`src/rtl/keystream_quality_ctrl_if.sv`:
```
// Keystream link between the chaos generator and the quality controller.
//   ks_valid : generator has a byte on ks_data
//   ks_data  : keystream byte
//   ks_ready : controller accepts the byte this cycle
//   reseed   : one-cycle request for the generator to reseed
// master = generator side, slave = controller side.
interface keystream_quality_ctrl_if;
  logic       ks_valid;
  logic [7:0] ks_data;
  logic       ks_ready;
  logic       reseed;

  modport master (output ks_valid, output ks_data, input ks_ready, input reseed);
  modport slave  (input ks_valid, input ks_data, output ks_ready, output reseed);
endinterface

```
`src/rtl/keystream_quality_ctrl.sv`:
```
// Per-frame keystream quality check. On i_start, collects WINDOW keystream
// bytes, counts distinct values with a 256-bit occupancy bitmap and compares
// against MIN_DISTINCT. Failing windows trigger a generator reseed and a
// fresh window, up to MAX_RETRY times. Final result is held in DONE until
// i_ack.
// Ports:
//   clk, rst_n       : clock, synchronous active-low reset
//   i_start          : begin a check (IDLE only)
//   i_ack            : consumer acknowledges result (DONE only)
//   ks               : keystream handshake + reseed request (slave side)
//   o_busy           : not IDLE
//   o_done / o_pass  : result valid / result
//   o_distinct_cnt   : distinct byte values in last/current window
//   o_retry_cnt      : reseeds issued in current check
module keystream_quality_ctrl #(
  parameter int WINDOW       = 256,
  parameter int MIN_DISTINCT = 160,
  parameter int MAX_RETRY    = 3
) (
  input  logic                          clk,
  input  logic                          rst_n,
  input  logic                          i_start,
  input  logic                          i_ack,
  keystream_quality_ctrl_if.slave       ks,
  output logic                          o_busy,
  output logic                          o_done,
  output logic                          o_pass,
  output logic [8:0]                    o_distinct_cnt,
  output logic [3:0]                    o_retry_cnt
);

  localparam logic [8:0] LAST_IDX = 9'(WINDOW - 1);
  localparam logic [8:0] MIN_D    = 9'(MIN_DISTINCT);
  localparam logic [3:0] MAX_R    = 4'(MAX_RETRY);

  typedef enum logic [2:0] {
    S_IDLE, S_CLEAR, S_COLLECT, S_EVAL, S_RESEED, S_DONE
  } state_t;

  state_t       r_state, w_next;
  logic [255:0] r_bitmap;
  logic [8:0]   r_samp;
  logic [8:0]   r_distinct;
  logic [3:0]   r_retry;
  logic         r_ks_ready;
  logic         r_pass;

  logic w_xfer, w_last, w_new, w_pass_ok, w_retry_ok;

  assign w_xfer     = (r_state == S_COLLECT) && r_ks_ready && ks.ks_valid;
  assign w_last     = w_xfer && (r_samp == LAST_IDX);
  assign w_new      = ~r_bitmap[ks.ks_data];
  assign w_pass_ok  = (r_distinct >= MIN_D);
  assign w_retry_ok = (r_retry < MAX_R);

  always_ff @(posedge clk) begin
    if (!rst_n) r_state <= S_IDLE;
    else        r_state <= w_next;
  end

  always_comb begin
    w_next = r_state;
    case (r_state)
      S_IDLE:    if (i_start) w_next = S_CLEAR;
      S_CLEAR:   w_next = S_COLLECT;
      S_COLLECT: if (w_last) w_next = S_EVAL;
      S_EVAL: begin
        if (w_pass_ok)       w_next = S_DONE;
        else if (w_retry_ok) w_next = S_RESEED;
        else                 w_next = S_DONE;
      end
      S_RESEED:  w_next = S_CLEAR;
      S_DONE:    if (i_ack) w_next = S_IDLE;
      default:   w_next = S_IDLE;
    endcase
  end

  always_ff @(posedge clk) begin
    if (!rst_n) begin
      r_bitmap   <= '0;
      r_samp     <= '0;
      r_distinct <= '0;
      r_retry    <= '0;
      r_ks_ready <= 1'b0;
      r_pass     <= 1'b0;
    end else begin
      // Registered ready: rises one cycle after COLLECT entry, drops right
      // after the final transfer so no extra byte slips in.
      r_ks_ready <= (r_state == S_COLLECT) && !w_last;
      case (r_state)
        S_IDLE: if (i_start) r_retry <= '0;
        S_CLEAR: begin
          r_bitmap   <= '0;
          r_samp     <= '0;
          r_distinct <= '0;
        end
        S_COLLECT: if (w_xfer) begin
          r_samp <= r_samp + 9'd1;
          if (w_new) begin
            r_bitmap[ks.ks_data] <= 1'b1;
            r_distinct           <= r_distinct + 9'd1;
          end
        end
        S_EVAL:   r_pass  <= w_pass_ok;
        S_RESEED: r_retry <= r_retry + 4'd1;
        S_DONE:   if (i_ack) r_pass <= 1'b0;
        default: ;
      endcase
    end
  end

  assign ks.ks_ready    = r_ks_ready;
  assign ks.reseed      = (r_state == S_RESEED);
  assign o_busy         = (r_state != S_IDLE);
  assign o_done         = (r_state == S_DONE);
  assign o_pass         = r_pass;
  assign o_distinct_cnt = r_distinct;
  assign o_retry_cnt    = r_retry;

endmodule

```
`src/flat_wrapper.sv`:
```
// flat-port wrapper written by rule: the top's interface ports become plain ports
module keystream_quality_ctrl_flat 
#(
  parameter int WINDOW       = 256,
  parameter int MIN_DISTINCT = 160,
  parameter int MAX_RETRY    = 3
)
  (clk, rst_n, i_start, i_ack, o_busy, o_done, o_pass, o_distinct_cnt, o_retry_cnt, ks_ks_valid, ks_ks_data, ks_ks_ready, ks_reseed);
  keystream_quality_ctrl_if ks_i ();
  input  logic clk;
  input  logic rst_n;
  input  logic i_start;
  input  logic i_ack;
  output logic o_busy;
  output logic o_done;
  output logic o_pass;
  output logic [8:0] o_distinct_cnt;
  output logic [3:0] o_retry_cnt;
  input wire logic [$bits(ks_i.ks_valid)-1:0] ks_ks_valid;
  input wire logic [$bits(ks_i.ks_data)-1:0] ks_ks_data;
  output wire logic [$bits(ks_i.ks_ready)-1:0] ks_ks_ready;
  output wire logic [$bits(ks_i.reseed)-1:0] ks_reseed;
  assign ks_i.ks_valid = ks_ks_valid;
  assign ks_i.ks_data = ks_ks_data;
  assign ks_ks_ready = ks_i.ks_ready;
  assign ks_reseed = ks_i.reseed;
  keystream_quality_ctrl #(.WINDOW(WINDOW), .MIN_DISTINCT(MIN_DISTINCT), .MAX_RETRY(MAX_RETRY)) u_core (.clk(clk), .rst_n(rst_n), .i_start(i_start), .i_ack(i_ack), .ks(ks_i), .o_busy(o_busy), .o_done(o_done), .o_pass(o_pass), .o_distinct_cnt(o_distinct_cnt), .o_retry_cnt(o_retry_cnt));
endmodule
```
`config.mk`:
```
export PLATFORM = sky130hd
export DESIGN_NAME = keystream_quality_ctrl_flat
export DESIGN_NICKNAME = d
export VERILOG_FILES = /design/src/rtl/keystream_quality_ctrl_if.sv /design/src/rtl/keystream_quality_ctrl.sv /design/src/flat_wrapper.sv
export SDC_FILE = /design/constraint.sdc
export NUM_CORES = 1
export LEC_CHECK = 0
export ABC_AREA = 1
export CORE_UTILIZATION = 40
export DETAILED_ROUTE_END_ITERATION = 8
export GPL_TIMING_DRIVEN = 1
export PLACE_DENSITY = 0.53
export SYNTH_ARGS = -nofsm -noshare
export SYNTH_HDL_FRONTEND = slang
export SYNTH_SLANG_ARGS = --single-unit
```
`constraint.sdc`:
```
create_clock -name clk -period 3.6 [get_ports clk]
set_clock_uncertainty 0.05 [all_clocks]
set_input_delay 0.54 -clock clk [delete_from_list [all_inputs] [get_ports clk]]
set_output_delay 0.54 -clock clk [all_outputs]
set_load 0.01 [all_outputs]
```
==> results_tabular.tex <==
\begin{tabular}{lr}
\hline
Metric & Value \\
\hline
\multicolumn{2}{l}{\textbf{Status}} \\
\quad Result of the run & complete, no violations \\
\multicolumn{2}{l}{\textbf{Drt}} \\
\quad Per-cell routed wire length & 16.8 um \\
\quad DRC violation count after routing & 0 \\
\quad Drt first pass iters & 5 \\
\quad Via count & 14000 \\
\quad Drt first-iter violations & 1183 \\
\quad Antenna violation net count after detailed routing & 0 \\
\quad Final routed wirelength across all metal layers & 45.5 mm \\
\quad Number of vias per cell after detailed routing & 5.14 \\
\multicolumn{2}{l}{\textbf{Floorplanning}} \\
\quad Number of rows in the core area & 69 \\
\quad Total Die Area & 36900 um\^{}2 \\
\quad Top-Level Pins & 31 \\
\quad Area of the core & 35600 um\^{}2 \\
\quad Effective utilization at floorplan & 0.406 \\
\quad Height of the die & 192 um \\
\quad Horizontal die dimension & 192 um \\
\multicolumn{2}{l}{\textbf{Cells and area}} \\
\quad Share of layout cells above drive strength 1 & 0.0609 \\
\quad Area occupied by multi-input gates & 6720 um\^{}2 \\
\quad Count of antenna diodes in the layout & 0 \\
\quad Post-route non-filler standard cell count & 2712 \\
\quad Filler cell count & 3846 \\
\quad Layout overhead on the synthesized area & 12.7\% \\
\quad Sequential cell area & 5670 um\^{}2 \\
\quad Number of nets in the layout & 2243 \\
\multicolumn{2}{l}{\textbf{Logic synthesis}} \\
\quad Area of the mapped netlist & 14400 um\^{}2 \\
\quad Synth warnings & 0 \\
\quad Average cell area after synthesis & 6.39 um\^{}2 \\
\quad Distinct cell type count of the synthesized netlist & 32 \\
\quad Post-synth top area share & 0.392 \\
\quad Leading cell types by total area after synthesis & sky130\_fd\_sc\_hd\_\_dfxtp\_1 (39\%), sky130\_fd\_sc\_hd\_\_nand2\_1 (12\%), sky130\_fd\_sc\_hd\_\_a21oi\_1 (10\%) \\
\quad FF+latch count, synth & 283 \\
\quad Proportion of synthesized chip area in sequential cells & 0.392 \\
\quad Main synth FF type & sky130\_fd\_sc\_hd\_\_dfxtp\_1 \\
\quad Gate count after technology mapping & 2261 \\
\quad Synth Net Count & 2279 \\
\quad Most used standard cell by instance count after synthesis & sky130\_fd\_sc\_hd\_\_nand2\_1 \\
\quad Leading area contributor after synthesis & sky130\_fd\_sc\_hd\_\_dfxtp\_1 \\
\quad Post-synth EDFFs & 0 \\
\quad Share of async-settable or async-resettable flops after synthesis & 0 \\
\quad Leading cell types by count after synthesis & sky130\_fd\_sc\_hd\_\_nand2\_1 (476), sky130\_fd\_sc\_hd\_\_nor2\_1 (314), sky130\_fd\_sc\_hd\_\_inv\_1 (296) \\
\multicolumn{2}{l}{\textbf{Flow run}} \\
\quad Number of violations of the max-capacitance limit & 0 \\
\multicolumn{2}{l}{\textbf{Critical path}} \\
\quad Data required time of the critical path & 3.99 ns \\
\quad Crit path launch & ks\_ks\_data[0] \\
\quad Startpoint of the lowest-slack register-to-register path & u\_core.r\_bitmap[13]\$\_SDFFE\_PN0P\_ \\
\quad Ordered cell list for the critical path & buf\_4, buf\_12, o21ai\_0, nand2\_1, nand2\_1, nand2\_1, nand2\_1, o21ai\_0, nand2\_1, nor2\_1, nor2\_1, nor2\_2, nand2\_1, nand2\_8, buf\_4, nand3\_1, a21oi\_1 \\
\quad Delay contributed by the slowest stage of the critical path & 0.32 ns \\
\quad Crit path max fanout & 43 \\
\quad Slowest stage cell on the critical path & sky130\_fd\_sc\_hd\_\_buf\_4 \\
\quad Endpoint class of the critical path & register \\
\quad Nature of the critical path startpoint & input pin \\
\quad Most common cell on crit path & sky130\_fd\_sc\_hd\_\_nand2\_1 \\
\quad Worst Reg-to-Reg Cells & 16 \\
\quad Classification of the worst setup path & input pin to register \\
\quad Worst path arrival time & 3.32 ns \\
\multicolumn{2}{l}{\textbf{Timing}} \\
\quad Period utilization & 0.814 \\
\quad Fin crit period & 2.93 ns \\
\quad Total count of max-transition violations in the final report & 0 \\
\quad Least setup slack across all paths after layout & 0.671 ns \\
\quad Fmax & 341 MHz \\
\quad Total Neg Setup Slack & 0 ns \\
\quad Relative slew slack & 0.386 \\
\quad Transition time at the pin with the least slew margin & 0.919 ns \\
\quad Hold violation count in the final report & 0 \\
\quad Unrepaired setup endpoints after global routing & false \\
\quad Setup-failing EPs final & 0 \\
\multicolumn{2}{l}{\textbf{Global route}} \\
\quad Via count of the first global-routing pass & 12800 \\
\quad Overall routing resource usage & 0.250 \\
\quad Initial antenna violation count & 0 \\
\quad Global-route met2 utilization & 0.412 \\
\quad Wire length of the first global-routing pass & 72.3 mm \\
\quad Met1 track utilization from global routing & 0.341 \\
\quad Maximum number of pins on one net before global-route repair & 99 \\
\quad Met3 Usage GRT & 0.0312 \\
\quad Total grt overflow & 0 \\
\quad Busiest layer in global routing & met2 \\
\multicolumn{2}{l}{\textbf{Place}} \\
\quad Routability Congestion & 0.804 \\
\quad Port buffer count & 30 \\
\quad Number of placed instances with taps included & 2649 \\
\quad Worst slack at placement & 0.187 ns \\
\quad HPWL Detailed & 26.9 mm \\
\multicolumn{2}{l}{\textbf{Clock network}} \\
\quad Clock network latency to the later pin of the worst-skew pair & 0.52 ns \\
\quad CTS H-Tree Depth & 2 \\
\quad TritonCTS sink count & 283 \\
\quad \# hold bufs at CTS & 0 \\
\quad CTS tree & built \\
\quad Clock Tree Buf Depth & 3 \\
\quad \# resized after CTS & 0 \\
\quad Number of clock buffers inserted by TritonCTS & 35 \\
\quad Post-CTS setup repair buffer count & 0 \\
\quad Reg clk slew, reported paths & 0.06 ns \\
\quad Master cell of the clock root buffer & sky130\_fd\_sc\_hd\_\_clkbuf\_16 \\
\multicolumn{2}{l}{\textbf{Worst hold path}} \\
\quad Number of cells traversed by the worst hold path & 2 \\
\quad Class of the worst hold path & register to register \\
\quad Worst Hold Launch & u\_core.r\_bitmap[79]\$\_SDFFE\_PN0P\_ \\
\multicolumn{2}{l}{\textbf{Power and ir drop}} \\
\quad Peak VDD IR & 464 uV \\
\quad Sw Pwr & 2.92 mW \\
\quad PwrDens & 532 nW/um\^{}2 \\
\quad Internal power consumption & 5.74 mW \\
\quad Portion of total power attributed to the clock network & 0.416 \\
\quad LEAKAGE & 5.56 nW \\
\quad Sequential Power Share & 0.368 \\
\quad Share of power burned in combinational logic & 0.216 \\
\quad Fraction of power spent switching nets & 0.337 \\
\quad Power consumption & 8.66 mW \\
\hline
\end{tabular}
==> cell families after synthesis <==
logic type / count (synthesis) / synth area share
xor gates and xnor gates: 5 / 0.00303
AOI/OAI and AO/OA: 410 / 0.143
and+or+nand+nor: 1092 / 0.312
DFF: 283 / 0.392
buffers and inverters: 466 / 0.145
adders and majority gates: 5 / 0.00433
==> routing by layer <==
metal  part of all wire  wire (um)  vias up
met3              0.050       2280       68
met5                  0          0        -
met4              0.022        985        0
met2               0.46      21100      333
met1               0.46      21100     6521
li1                   -          -     7031
==> state kept, by name (all words and copies together), names as in the netlist <==
signal                 flops
u_core.r_bitmap          256
u_core.o_pass              1
u_core.ks.ks_ready         1
u_core.r_state             3
u_core.o_distinct_cnt      9
u_core.r_samp              9
u_core.o_retry_cnt         4
==> cell type report <==
type / instances / share of cell area
repair buffers: 92 / 0.0612
well taps: 461 / 0.0354
flip-flops and latches: 283 / 0.348
clock inverters: 15 / 0.00784
inverters: 301 / 0.0694
clock buffers: 48 / 0.0650
multi-input cells: 1512 / 0.413
==> through the flow <==
stage          area, um^2  hold slack (ns)   util
6_report            16300            0.395  0.458
5_1_grt             16300            0.409  0.458
4_1_cts             16300            0.399  0.458
3_5_place_dp        15100            0.390  0.424
3_3_place_gp        15100            0.386  0.424
2_1_floorplan       14400            0.380      -
==> path summary, 6_finish.rpt <==
| kind | slack [ns] | endpoint |
|---|---|---|
| setup / recovery | 0.67 | u_core.r_bitmap[183]$_SDFFE_PN0P_ |
| hold / removal | 0.40 | u_core.r_bitmap[79]$_SDFFE_PN0P_ |
| setup reg to reg | 0.99 | u_core.r_bitmap[183]$_SDFFE_PN0P_ |
| hold reg to reg | 0.40 | u_core.r_bitmap[79]$_SDFFE_PN0P_ |
==> power groups by stage <==
stage | sequential, mW | clock, mW | combinational, mW
6_report | 3.19 | 3.61 | 1.87
5_1_grt | 3.19 | 3.83 | 2.00
4_1_cts | 3.19 | 3.68 | 1.86
3_5_place_dp | 3.25 | 0 | 1.86
3_3_place_gp | 3.25 | 0 | 1.87
2_1_floorplan | 3.25 | 0 | 1.35
==> critical path, delay by kind of cell <==
kind                   cells  cell delay (ns)
AOI/OAI and AO/OA          3             0.47
buffers and inverters      3             0.89
and+or+nand+nor           11             1.38
==> cells in the final DEF (no fill, tap or decap), types with 2 or more instances in the layout <==
| cell | n |
|---|---|
| sky130_fd_sc_hd__a211oi_1 | 3 |
| sky130_fd_sc_hd__nand2_4 | 2 |
| sky130_fd_sc_hd__and3_1 | 2 |
| sky130_fd_sc_hd__bufinv_16 | 2 |
| sky130_fd_sc_hd__clkinv_1 | 3 |
| sky130_fd_sc_hd__xor2_1 | 2 |
| sky130_fd_sc_hd__clkbuf_8 | 9 |
| sky130_fd_sc_hd__a21oi_1 | 294 |
| sky130_fd_sc_hd__inv_2 | 2 |
| sky130_fd_sc_hd__buf_12 | 19 |
| sky130_fd_sc_hd__clkbuf_1 | 2 |
| sky130_fd_sc_hd__nor2_1 | 311 |
| sky130_fd_sc_hd__clkdlybuf4s50_1 | 28 |
| sky130_fd_sc_hd__buf_4 | 44 |
| sky130_fd_sc_hd__dfxtp_1 | 283 |
| sky130_fd_sc_hd__nor3_1 | 10 |
| sky130_fd_sc_hd__o21ai_0 | 71 |
| sky130_fd_sc_hd__nand3_1 | 272 |
| sky130_fd_sc_hd__clkinv_2 | 12 |
| sky130_fd_sc_hd__inv_1 | 296 |
| sky130_fd_sc_hd__nor3b_1 | 5 |
| sky130_fd_sc_hd__ha_1 | 5 |
| sky130_fd_sc_hd__nor2_2 | 5 |
| sky130_fd_sc_hd__o21ai_1 | 39 |
| sky130_fd_sc_hd__nand2_1 | 474 |
| sky130_fd_sc_hd__nand4_1 | 6 |
| sky130_fd_sc_hd__xnor2_1 | 3 |
| sky130_fd_sc_hd__clkbuf_16 | 37 |
No activity file was read; power rests on OpenSTA's default activity.
